File: src/rtl/hdlc_rx_framer.sv
// HDLC receive framer: flag/abort detection, zero-bit destuffing and byte assembly.
// Data bits are taken from the far end of an 8-bit window, so delimiters are removed before assembly.
module hdlc_rx_framer (
    input  logic       Clk,
    input  logic       Rst,
    input  logic       Rx_Enable,
    input  logic       Rx,
    output logic       Rx_FlagDetect,
    output logic       Rx_AbortDetect,
    output logic       Rx_AbortSignal,
    output logic       Rx_ValidFrame,
    output logic [7:0] Rx_Data,
    output logic       Rx_NewByte,
    output logic       Rx_EoF,
    output logic       Rx_FrameError
);

    typedef enum logic [0:0] {StIdle, StFrame} state_e;

    localparam logic [7:0] FlagPattern  = 8'h7E;
    // Oldest bit (bit 0) is the 0, followed by seven 1s.
    localparam logic [7:0] AbortPattern = 8'hFE;

    // Input register and delimiter window.
    logic       rx_d_q;
    logic [7:0] win_q, win_d;
    logic [7:0] kill_q, kill_d;
    logic       dbit_q, dbit_d;
    logic       dkill_q, dkill_d;
    logic       flag_q, flag_d;
    logic       abort_q, abort_d;
    logic       flag_hit, abort_hit;

    // Frame state and byte assembly.
    state_e     state_q, state_d;
    logic [2:0] bit_cnt_q, bit_cnt_d;
    logic [2:0] ones_q, ones_d;
    logic [7:0] sr_q, sr_d;
    logic [7:0] data_q, data_d;
    logic       new_byte_q, new_byte_d;
    logic       seen_q, seen_d;
    logic       close_ok_q, close_ok_d;
    logic       close_err_q, close_err_d;
    logic       eof_q, eof_d;
    logic       ferr_q, ferr_d;
    logic       abort_sig_q, abort_sig_d;

    logic       in_frame, abort_now, close_now, data_valid, stuffed;

    // Window shifts toward bit 0; bits covered by a detected delimiter are tagged for removal.
    always_comb begin
        flag_hit  = (win_q == FlagPattern);
        abort_hit = (win_q == AbortPattern);
        win_d     = {rx_d_q, win_q[7:1]};
        kill_d    = {1'b0, kill_q[7:1] | {7{flag_hit | abort_hit}}};
        dbit_d    = win_q[0];
        dkill_d   = kill_q[0] | flag_hit | abort_hit;
        flag_d    = flag_hit;
        abort_d   = abort_hit;
    end

    always_comb begin
        in_frame   = (state_q == StFrame);
        abort_now  = in_frame && abort_q;
        close_now  = in_frame && flag_q && seen_q && !abort_now;
        data_valid = in_frame && !dkill_q && !abort_now && !close_now;
        stuffed    = data_valid && !dbit_q && (ones_q == 3'd5);

        state_d     = state_q;
        bit_cnt_d   = bit_cnt_q;
        ones_d      = ones_q;
        sr_d        = sr_q;
        data_d      = data_q;
        new_byte_d  = 1'b0;
        seen_d      = seen_q;
        close_ok_d  = 1'b0;
        close_err_d = 1'b0;
        abort_sig_d = 1'b0;
        eof_d       = close_ok_q && Rx_Enable;
        ferr_d      = close_err_q;

        unique case (state_q)
            StIdle: begin
                bit_cnt_d = 3'd0;
                ones_d    = 3'd0;
                seen_d    = 1'b0;
                if (flag_q) begin
                    state_d = StFrame;
                end
            end
            StFrame: begin
                if (abort_now) begin
                    // Abort wins over any byte completing now; the partial byte is dropped.
                    state_d     = StIdle;
                    abort_sig_d = 1'b1;
                    bit_cnt_d   = 3'd0;
                    ones_d      = 3'd0;
                    seen_d      = 1'b0;
                end else if (close_now) begin
                    state_d     = StIdle;
                    close_ok_d  = (bit_cnt_q == 3'd0);
                    close_err_d = (bit_cnt_q != 3'd0);
                    bit_cnt_d   = 3'd0;
                    ones_d      = 3'd0;
                    seen_d      = 1'b0;
                end else if (dkill_q || stuffed) begin
                    ones_d = 3'd0;
                end else if (data_valid) begin
                    if (dbit_q) begin
                        ones_d = (ones_q == 3'd7) ? ones_q : ones_q + 3'd1;
                    end else begin
                        ones_d = 3'd0;
                    end
                    sr_d      = {dbit_q, sr_q[7:1]};
                    bit_cnt_d = bit_cnt_q + 3'd1;
                    seen_d    = 1'b1;
                    if (bit_cnt_q == 3'd7) begin
                        data_d     = {dbit_q, sr_q[7:1]};
                        new_byte_d = Rx_Enable;
                    end
                end
            end
            default: state_d = StIdle;
        endcase
    end

    always_ff @(posedge Clk or posedge Rst) begin
        if (Rst) begin
            rx_d_q      <= 1'b1;
            win_q       <= 8'hFF;
            kill_q      <= 8'h00;
            dbit_q      <= 1'b1;
            dkill_q     <= 1'b1;
            flag_q      <= 1'b0;
            abort_q     <= 1'b0;
            state_q     <= StIdle;
            bit_cnt_q   <= 3'd0;
            ones_q      <= 3'd0;
            sr_q        <= 8'h00;
            data_q      <= 8'h00;
            new_byte_q  <= 1'b0;
            seen_q      <= 1'b0;
            close_ok_q  <= 1'b0;
            close_err_q <= 1'b0;
            eof_q       <= 1'b0;
            ferr_q      <= 1'b0;
            abort_sig_q <= 1'b0;
        end else begin
            rx_d_q      <= Rx;
            win_q       <= win_d;
            kill_q      <= kill_d;
            dbit_q      <= dbit_d;
            dkill_q     <= dkill_d;
            flag_q      <= flag_d;
            abort_q     <= abort_d;
            state_q     <= state_d;
            bit_cnt_q   <= bit_cnt_d;
            ones_q      <= ones_d;
            sr_q        <= sr_d;
            data_q      <= data_d;
            new_byte_q  <= new_byte_d;
            seen_q      <= seen_d;
            close_ok_q  <= close_ok_d;
            close_err_q <= close_err_d;
            eof_q       <= eof_d;
            ferr_q      <= ferr_d;
            abort_sig_q <= abort_sig_d;
        end
    end

    assign Rx_FlagDetect  = flag_q;
    assign Rx_AbortDetect = abort_q;
    assign Rx_AbortSignal = abort_sig_q;
    assign Rx_ValidFrame  = (state_q == StFrame);
    assign Rx_Data        = data_q;
    assign Rx_NewByte     = new_byte_q;
    assign Rx_EoF         = eof_q;
    assign Rx_FrameError  = ferr_q;

endmodule

File: config.mk
export PLATFORM = sky130hd
export DESIGN_NAME = hdlc_rx_framer
export DESIGN_NICKNAME = d
export VERILOG_FILES = /design/src/rtl/hdlc_rx_framer.sv
export SDC_FILE = /design/constraint.sdc
export NUM_CORES = 1
export LEC_CHECK = 0
export ABC_AREA = 1
export ABC_CLOCK_PERIOD_IN_PS = 1450
export BUFFER_PORTS_ARGS = -buffer_cell sky130_fd_sc_hd__clkbuf_2
export CAP_MARGIN = 20
export CORE_UTILIZATION = 38
export CTS_BUF_LIST = sky130_fd_sc_hd__clkbuf_8
export CTS_CLUSTER_SIZE = 16
export DETAILED_ROUTE_END_ITERATION = 8
export SLEW_MARGIN = 20
export SYNTH_ARGS = -nofsm -noshare
export SYNTH_HDL_FRONTEND = slang
export SYNTH_SLANG_ARGS = --single-unit
File: constraint.sdc
create_clock -name Clk -period 1.45 [get_ports Clk]
set_clock_uncertainty 0.15 [all_clocks]
set_input_delay 0.145 -clock Clk [delete_from_list [all_inputs] [get_ports Clk]]
set_output_delay 0.145 -clock Clk [all_outputs]
set_load 0.01 [all_outputs]
# Word level (Yosys, flattened, before mapping)
# Index checks and enable logic that the tools add are counted.
# op_classes
bitwise,8
eq_ne,9
addsub,2
muxes,35
n_reduce_logical,21
# ops
op,count
$mux W3,10
$mux W1,21
$pmux W3 S2,2
$logic_and A1 B1 Y1,10
$eq A3 B3 Y1 const B,3
$eq A8 B7 Y1 const B,1
$eq A8 B8 Y1 const B,1
$or A6 B7 Y7,1
$add A3 B1 Y3 const B,2
$ne A6 B6 Y1 const B,1
$reduce_and A6 Y1,1
$ne A5 B1 Y1 const B,1
$reduce_and A5 Y1,1
$logic_not A1 Y1,4
$ne A4 B1 Y1 const B,1
$ne A4 B4 Y1 const B,1
$not A1 Y1,4
$pmux W1 S2,2
$reduce_and A2 Y1,2
$logic_not A3 Y1,1
$or A1 B1 Y1,3
$reduce_bool A3 Y1,1
$logic_or A1 B1 Y1,1
# word_totals
register_bits,50
elab_cells,94

# Longest topological paths before layout
# Gate-level depths: netlist of run 1.
# depth
ltp_word,12
mapped_depth,8
ltp_nobuf,8

# Worst setup path after synthesis of run 1
# OpenSTA, ideal clock, no wires.
# synth_timing
path_kind,reg2reg
from,register bit_cnt_q[0]
to,register data_q[2] (netlist: Rx_Data[2])
n_path_buf,1
slack_ns,0.008
t_arrival_ns,1.227
path_stages_with_launch,7
synth_period_minus_slack_ns,1.442
t_required_ns,1.235
path_cell_list,dfrtp_1 ha_1 ha_1 buf_4 nand4_1 nand2_1 nand2_1
# synth_via
elab_chain_cells,2
# synth_lines
item,line,rtl
from (decl),36,"logic [2:0] bit_cnt_q, bit_cnt_d;"
from (signal assigned),157,bit_cnt_q <= bit_cnt_d;
$eq A3 B3 Y1,117,if (bit_cnt_q == 3'd7) begin
$reduce_and A6 Y1 (no line),-,
to (signal assigned),160,data_q <= data_d;
to (decl),39,"logic [7:0] data_q, data_d;"
# Every way passes these cells.
# A chain may end at the register's enable or synchronous reset.

# Final worst setup path of run 1
# layout_timing
from,register ones_q[0]
to,register ones_q[0]
# layout_via
elab_chain_cells,8
# layout_lines
item,line,rtl
from (decl),37,"logic [2:0] ones_q, ones_d;"
from (signal assigned),158,ones_q <= ones_d;
$add A3 B1 Y3,110,ones_d = (ones_q == 3'd7) ? ones_q : ones_q + 3'd1;
$mux W3,110,
$mux W3,109,if (dbit_q) begin
$mux W3,108,end else if (data_valid) begin
$mux W3,106,end else if (dkill_q || stuffed) begin
$mux W3,99,end else if (close_now) begin
$mux W3,92,if (abort_now) begin
$pmux W3 S2,82,unique case (state_q)
# Several ways; a longest one is shown, not always the timed one. The select of a mux whose other input is x is not followed.

==> results.cfg, run 1 <==
[floorplanning]
rows = 25
dieArea_sq_um = 5180
start_util_pct = 39.4
core-area_sq_um = 4720
ioPinCount = 19
die_y_microns = 72.0
die_w_microns = 72.0

[global_routing]
grt_pass1_vias = 1143
grt_max_degree = 50
grt_pass1_wl_microns = 5040
grt-ovfl-total = 0
grt_usage_pct = 12.9
antenna_found_initial = 0

[logic_synthesis]
ys_ff_latch = 49
synth_area_sq_um = 1860
ys_seq_area_share_pct = 66.7
syn_nets = 176
synth_top_area_share_pct = 51.1
avgSynthCellArea_sq_um = 11.2
ys_types = 21
yosys_warnings = 0
yosysTopAreaCell = dfrtp_1
synth_cells = 166
synthTopCellsByArea = dfrtp_1, dfstp_2, nand2_1

[place]
finalWeightedCongestion = 0.707
dp.final_hpwl_microns = 1950
io_buffers = 18

[power_and_ir_drop]
power.density_nw_per_um2 = 1130
leakage_nw = 1.23
ir_drop_v = 0.000739

[routing]
ant_nets = 0
dr.max_layer_used = met4
drt-vias-per-instance = 4.33
drt_first_pass_iters = 2
drt-total-wl_microns = 2920
drtIter0Drc = 43
wl_met1_microns = 1350
dr_wl_met3_microns = 94
drc = 0
wl_met2_microns = 1430
wl_per_cell_microns = 10.6
via_count = 1187

[setup_path]
path_class = flip-flop to flip-flop
crit_path_end_kind = flip-flop
crit_chain = buf_4 -> ha_1 -> ha_4 -> xor2_1 -> nor2_1
path_max_fanout = 4
max_stage_delay_ns = 0.39
cp_slowest_cell = dfrtp_1
required_ns = 1.52
start_kind = flip-flop
arrival_ns = 1.48

[clocking]
numCtsBuffers = 5
cts_tree = yes
clock-sinks = 49
clockBufferDepth = 2
htreeDepth = 2
root_buffer = clkbuf_8
clkTransAtPathRegs_ns = 0.09
clk_latency_ns = 0.30

[timing]
min_period_ns = 1.41
slew_viol_final = 0
finalSetupTns_ns = 0
min_period_over_period_pct = 97.3
setup_viol = 0
hold_viol = 0
max_freq_mhz = 709
worst-slew-pin-transition_ns = 0.257
rsz0062_at_grt = true
slew_headroom_pct = 82.8

[cells_and_area]
nets = 216
drive_above_1_share_pct = 35.7
nFillCells = 447
postLayoutCoreUtil_pct = 48.7
area_growth_pct = 23.6
n_antenna_cell = 0
seqCellArea_sq_um = 1240
multiInputGateArea_sq_um = 556

[worst_hold_path]
hp-class = flip-flop to flip-flop

[run_status]
status = finished clean

[flow_run]
maxCapViolCount = 0
==> Yosys cell counts <==
master / number
dfstp_2: 11
nor2_8: 1
nand2_1: 50
nand4_1: 2
xor2_1: 1
or2_2: 7
nor2_4: 1
nor2_1: 11
dfrtp_1: 38
buf_4: 1
a21oi_1: 3
inv_2: 1
mux2i_1: 1
inv_1: 16
nand3_2: 4
nand2_2: 1
o21ai_0: 3
buf_12: 1
nand3_1: 6
ha_1: 6
nand2_4: 1
==> stage by stage <==
step / worst slack [ns] / instances / cell area [sq um] / power, mW / hold slack [ns]
2_1_floorplan: 0.000385 / 166 / 1860 / 1.71 / -0.000522
3_3_place_gp: 0.0354 / 260 / 2110 / 1.78 / 0.0391
3_5_place_dp: 0.0252 / 260 / 2110 / 1.79 / 0.0407
4_1_cts: 0.0215 / 271 / 2240 / 2.63 / 0.208
5_1_grt: -0.00607 / 274 / 2300 / 2.75 / 0.207
6_report: 0.0393 / 274 / 2300 / 2.61 / 0.203
==> state kept, by name (all words and copies together), names as in the netlist <==
name,cells
Rx_NewByte,1
Rx_Data,8
dbit_q,1
bit_cnt_q,3
rx_d_q,1
close_err_q,1
close_ok_q,1
sr_q,7
dkill_q,1
Rx_FrameError,1
kill_q,7
seen_q,1
win_q,8
Rx_FlagDetect,1
ones_q,3
Rx_AbortDetect,1
Rx_AbortSignal,1
Rx_ValidFrame,1
Rx_EoF,1
==> layout by cell type (no fill, tap or decap), types with 4 or more instances in the layout <==
master,instances
buf_4,10
clkbuf_2,18
clkbuf_8,6
dfrtp_1,37
dfstp_2,11
ha_1,4
inv_1,14
nand2_1,50
nand3_1,5
nand3_2,5
nor2_1,10
or2_2,7
==> cell families (layout without fill, tap and decap cells) <==
logic type,count (synthesis),count (layout),share of synthesized area (%)
buf+inv,19,60,4.91
fa+ha+maj,6,6,4.04
simple gates,84,84,21.7
mux,1,1,0.538
xor+xnor,1,1,0.471
flops,49,49,66.7
compound gates,6,6,1.61
==> cell type report <==
cell class                 count  share of cell area, %
multi-input combinational     98                   24.2
inverter                      17                   2.78
tap                           67                   3.65
sequential                    49                   54.0
timing repair buffer          35                   11.2
clock buffer                   6                   3.59
clock inverter                 2                  0.599
==> worst max-delay path, delay by kind of cell (launching register included) <==
family                   cells  cell delay, ns
buffers and inverters        1            0.14
AND/OR/NAND/NOR              1            0.11
adder cells (fa/ha/maj)      2            0.40
XOR/XNOR                     1            0.14
flip-flops                   1            0.39
==> report_power, final <==
| part | leakage, nW | switching, mW | internal, mW | total (mW) |
|---|---|---|---|---|
| clock network | 0.0512 | 0.440 | 0.387 | 0.827 |
| registers | 0.638 | 0.0730 | 1.47 | 1.54 |
| logic | 0.540 | 0.135 | 0.0997 | 0.235 |
==> worst paths after layout <==
kind,start,end,slack (ns),cells past startpoint
min reg2reg,close_err_q,Rx_FrameError,0.20,0
max,ones_q[0],ones_q[0],0.04,5
max reg2reg,ones_q[0],ones_q[0],0.04,5
max in group asynchronous,Rst,win_q[3],0.60,4
min,close_err_q,Rx_FrameError,0.20,0
min in group asynchronous,Rst,kill_q[6],0.26,4
==> per-layer routing <==
layer	vias to the layer above	GRT usage, %
met1	572	15.8
met2	20	21.2
li1	588	-
met3	7	4.17
met5	-	0
met4	0	5.23
==> repair_timing <==
| item | in CTS | in global routing |
|---|---|---|
| resized for setup | 1 | 11 |
| hold buffers | 3 | 0 |
| hold endpoints to repair | 52 | 0 |
| pin swaps | 0 | 5 |
| buffers inserted | 0 | 3 |
| setup endpoints to repair | 1 | 21 |
No activity file was read; power rests on OpenSTA's default activity.
==> run 2, diff against run 1 <==
CORE_UTILIZATION = 51   (was 38)
CTS_BUF_LIST = default   (was sky130_fd_sc_hd__clkbuf_8)
PLACE_DENSITY = 0.73   (was default)
==> results.cfg, run 2 (synthesis results as in run 1) <==
[place]
finalWeightedCongestion = 0.832
place_area_sq_um = 2080
dp_worst_setup_slack_ns = -0.0182
dp.final_hpwl_microns = 2190
dp.cells = 240
io_buffers = 18

[setup_path]
crit_path_end_kind = flip-flop
max_stage_delay_ns = 0.42
cp_slowest_cell = dfrtp_1
required_ns = 1.56
crit_chain = buf_4 -> ha_4 -> ha_4 -> mux2i_1 -> nor2_1
critical_path.most_common_cell = ha_4
path_class = flip-flop to flip-flop
arrival_ns = 1.51
start_kind = flip-flop
path_max_fanout = 2

[clocking]
root_buffer = clkbuf_4
clockBufferDepth = 2
clk_latency_ns = 0.36
cts_tree = yes
htreeDepth = 2
clock-sinks = 49
numCtsBuffers = 5
clkTransAtPathRegs_ns = 0.14

[routing]
wl_per_cell_microns = 12.4
drt_first_pass_iters = 4
via_count = 1200
drt-vias-per-instance = 4.76
ant_nets = 0
drt-total-wl_microns = 3130
drtIter0Drc = 94
drc = 0

[timing]
max_freq_mhz = 713
finalHoldWorstSlack_ns = 0.176
min_period_over_period_pct = 96.7
setup_viol = 0
min_period_ns = 1.40
worst-slew-pin-transition_ns = 0.265
rsz0062_at_grt = true
slew_viol_final = 0
final.setup.worst_slack_ns = 0.0482
slew_headroom_pct = 82.3
finalSetupTns_ns = 0
hold_viol = 0

[cells_and_area]
area_growth_pct = 20.9
fin_cells = 252
n_antenna_cell = 0
postLayoutCoreUtil_pct = 65.8
fin_area_sq_um = 2250
layout_commonest_cell = nand2_1
final_cell_mix = nand2_1, dfrtp_1, clkbuf_2
drive_above_1_share_pct = 37.4
nets = 215

[power_and_ir_drop]
power.density_nw_per_um2 = 1080
clockPowerShare_pct = 25.2
total_power_mw = 2.42
p_comb_share_pct = 10.4
p_int_mw = 1.76
ir_drop_v = 0.000666
leakage_nw = 1.19
switchingPower_mw = 0.652
seqPwrFrac_pct = 64.4
swShare_pct = 27.0

[floorplanning]
die_w_microns = 62.4
die_y_microns = 62.4
ioPinCount = 19
dieArea_sq_um = 3890
core-area_sq_um = 3420
rows = 21
start_util_pct = 54.4

[global_routing]
grt_pass1_vias = 1274
grt_max_degree = 50
grt_usage_pct = 18.7
grt-ovfl-total = 0
antenna_found_initial = 0
grt_pass1_wl_microns = 5480

[flow_run]
maxCapViolCount = 0

[worst_hold_path]
hp-class = input port to async pin

[run_status]
status = finished clean
run 2: worst paths after layout:
check	slack, ns	from	depth (start not counted)	end
max	0.05	ones_q[0]	5	ones_q[2]
max in group asynchronous	0.70	Rst	4	win_q[2]
max reg2reg	0.05	ones_q[0]	5	ones_q[2]
min in group Clk	0.23	win_q[0]	0	dbit_q
min	0.18	Rst	4	ones_q[0]
min reg2reg	0.23	win_q[0]	0	dbit_q
run 2: layout make-up:
cell class | count | area, sq um
tap | 46 | 57.6
clock buffer | 5 | 37.5
multi-input combinational | 98 | 588
inverter | 17 | 63.8
sequential | 49 | 1240
fill | 283 | 1170
timing repair buffer | 34 | 238
clock inverter | 3 | 22.5
run 2: routing by layer:
metal | GRT usage (%) | up-vias | wire, microns
met4 | 8.43 | 0 | 51
met3 | 6.02 | 8 | 110
met1 | 20.2 | 579 | 1270
met2 | 33.4 | 28 | 1690
li1 | - | 585 | -
met5 | 0 | - | 0
run 2: timing repair:
action,in CTS,in global routing
buffers inserted,0,1
gates cloned,0,0
hold buffers,3,0
gates resized for setup,6,13
hold endpoints to repair,52,0
setup endpoints to repair,16,21
pin swaps,4,7
run 2: power groups by stage:
stage	Combinational, mW	Clock [mW]	Sequential [mW]
global route	0.287	0.699	1.57
CTS	0.240	0.624	1.55
finish	0.251	0.608	1.56
global placement	0.212	0	1.56
detailed placement	0.230	0	1.57
floorplan	0.161	0	1.55
run 2: critical path, delay by kind of cell, from the launching register on:
family,cells,cell delay [ns]
fa+ha+maj,2,0.38
buf+inv,1,0.16
flops,1,0.42
mux,1,0.12
simple gates,1,0.05
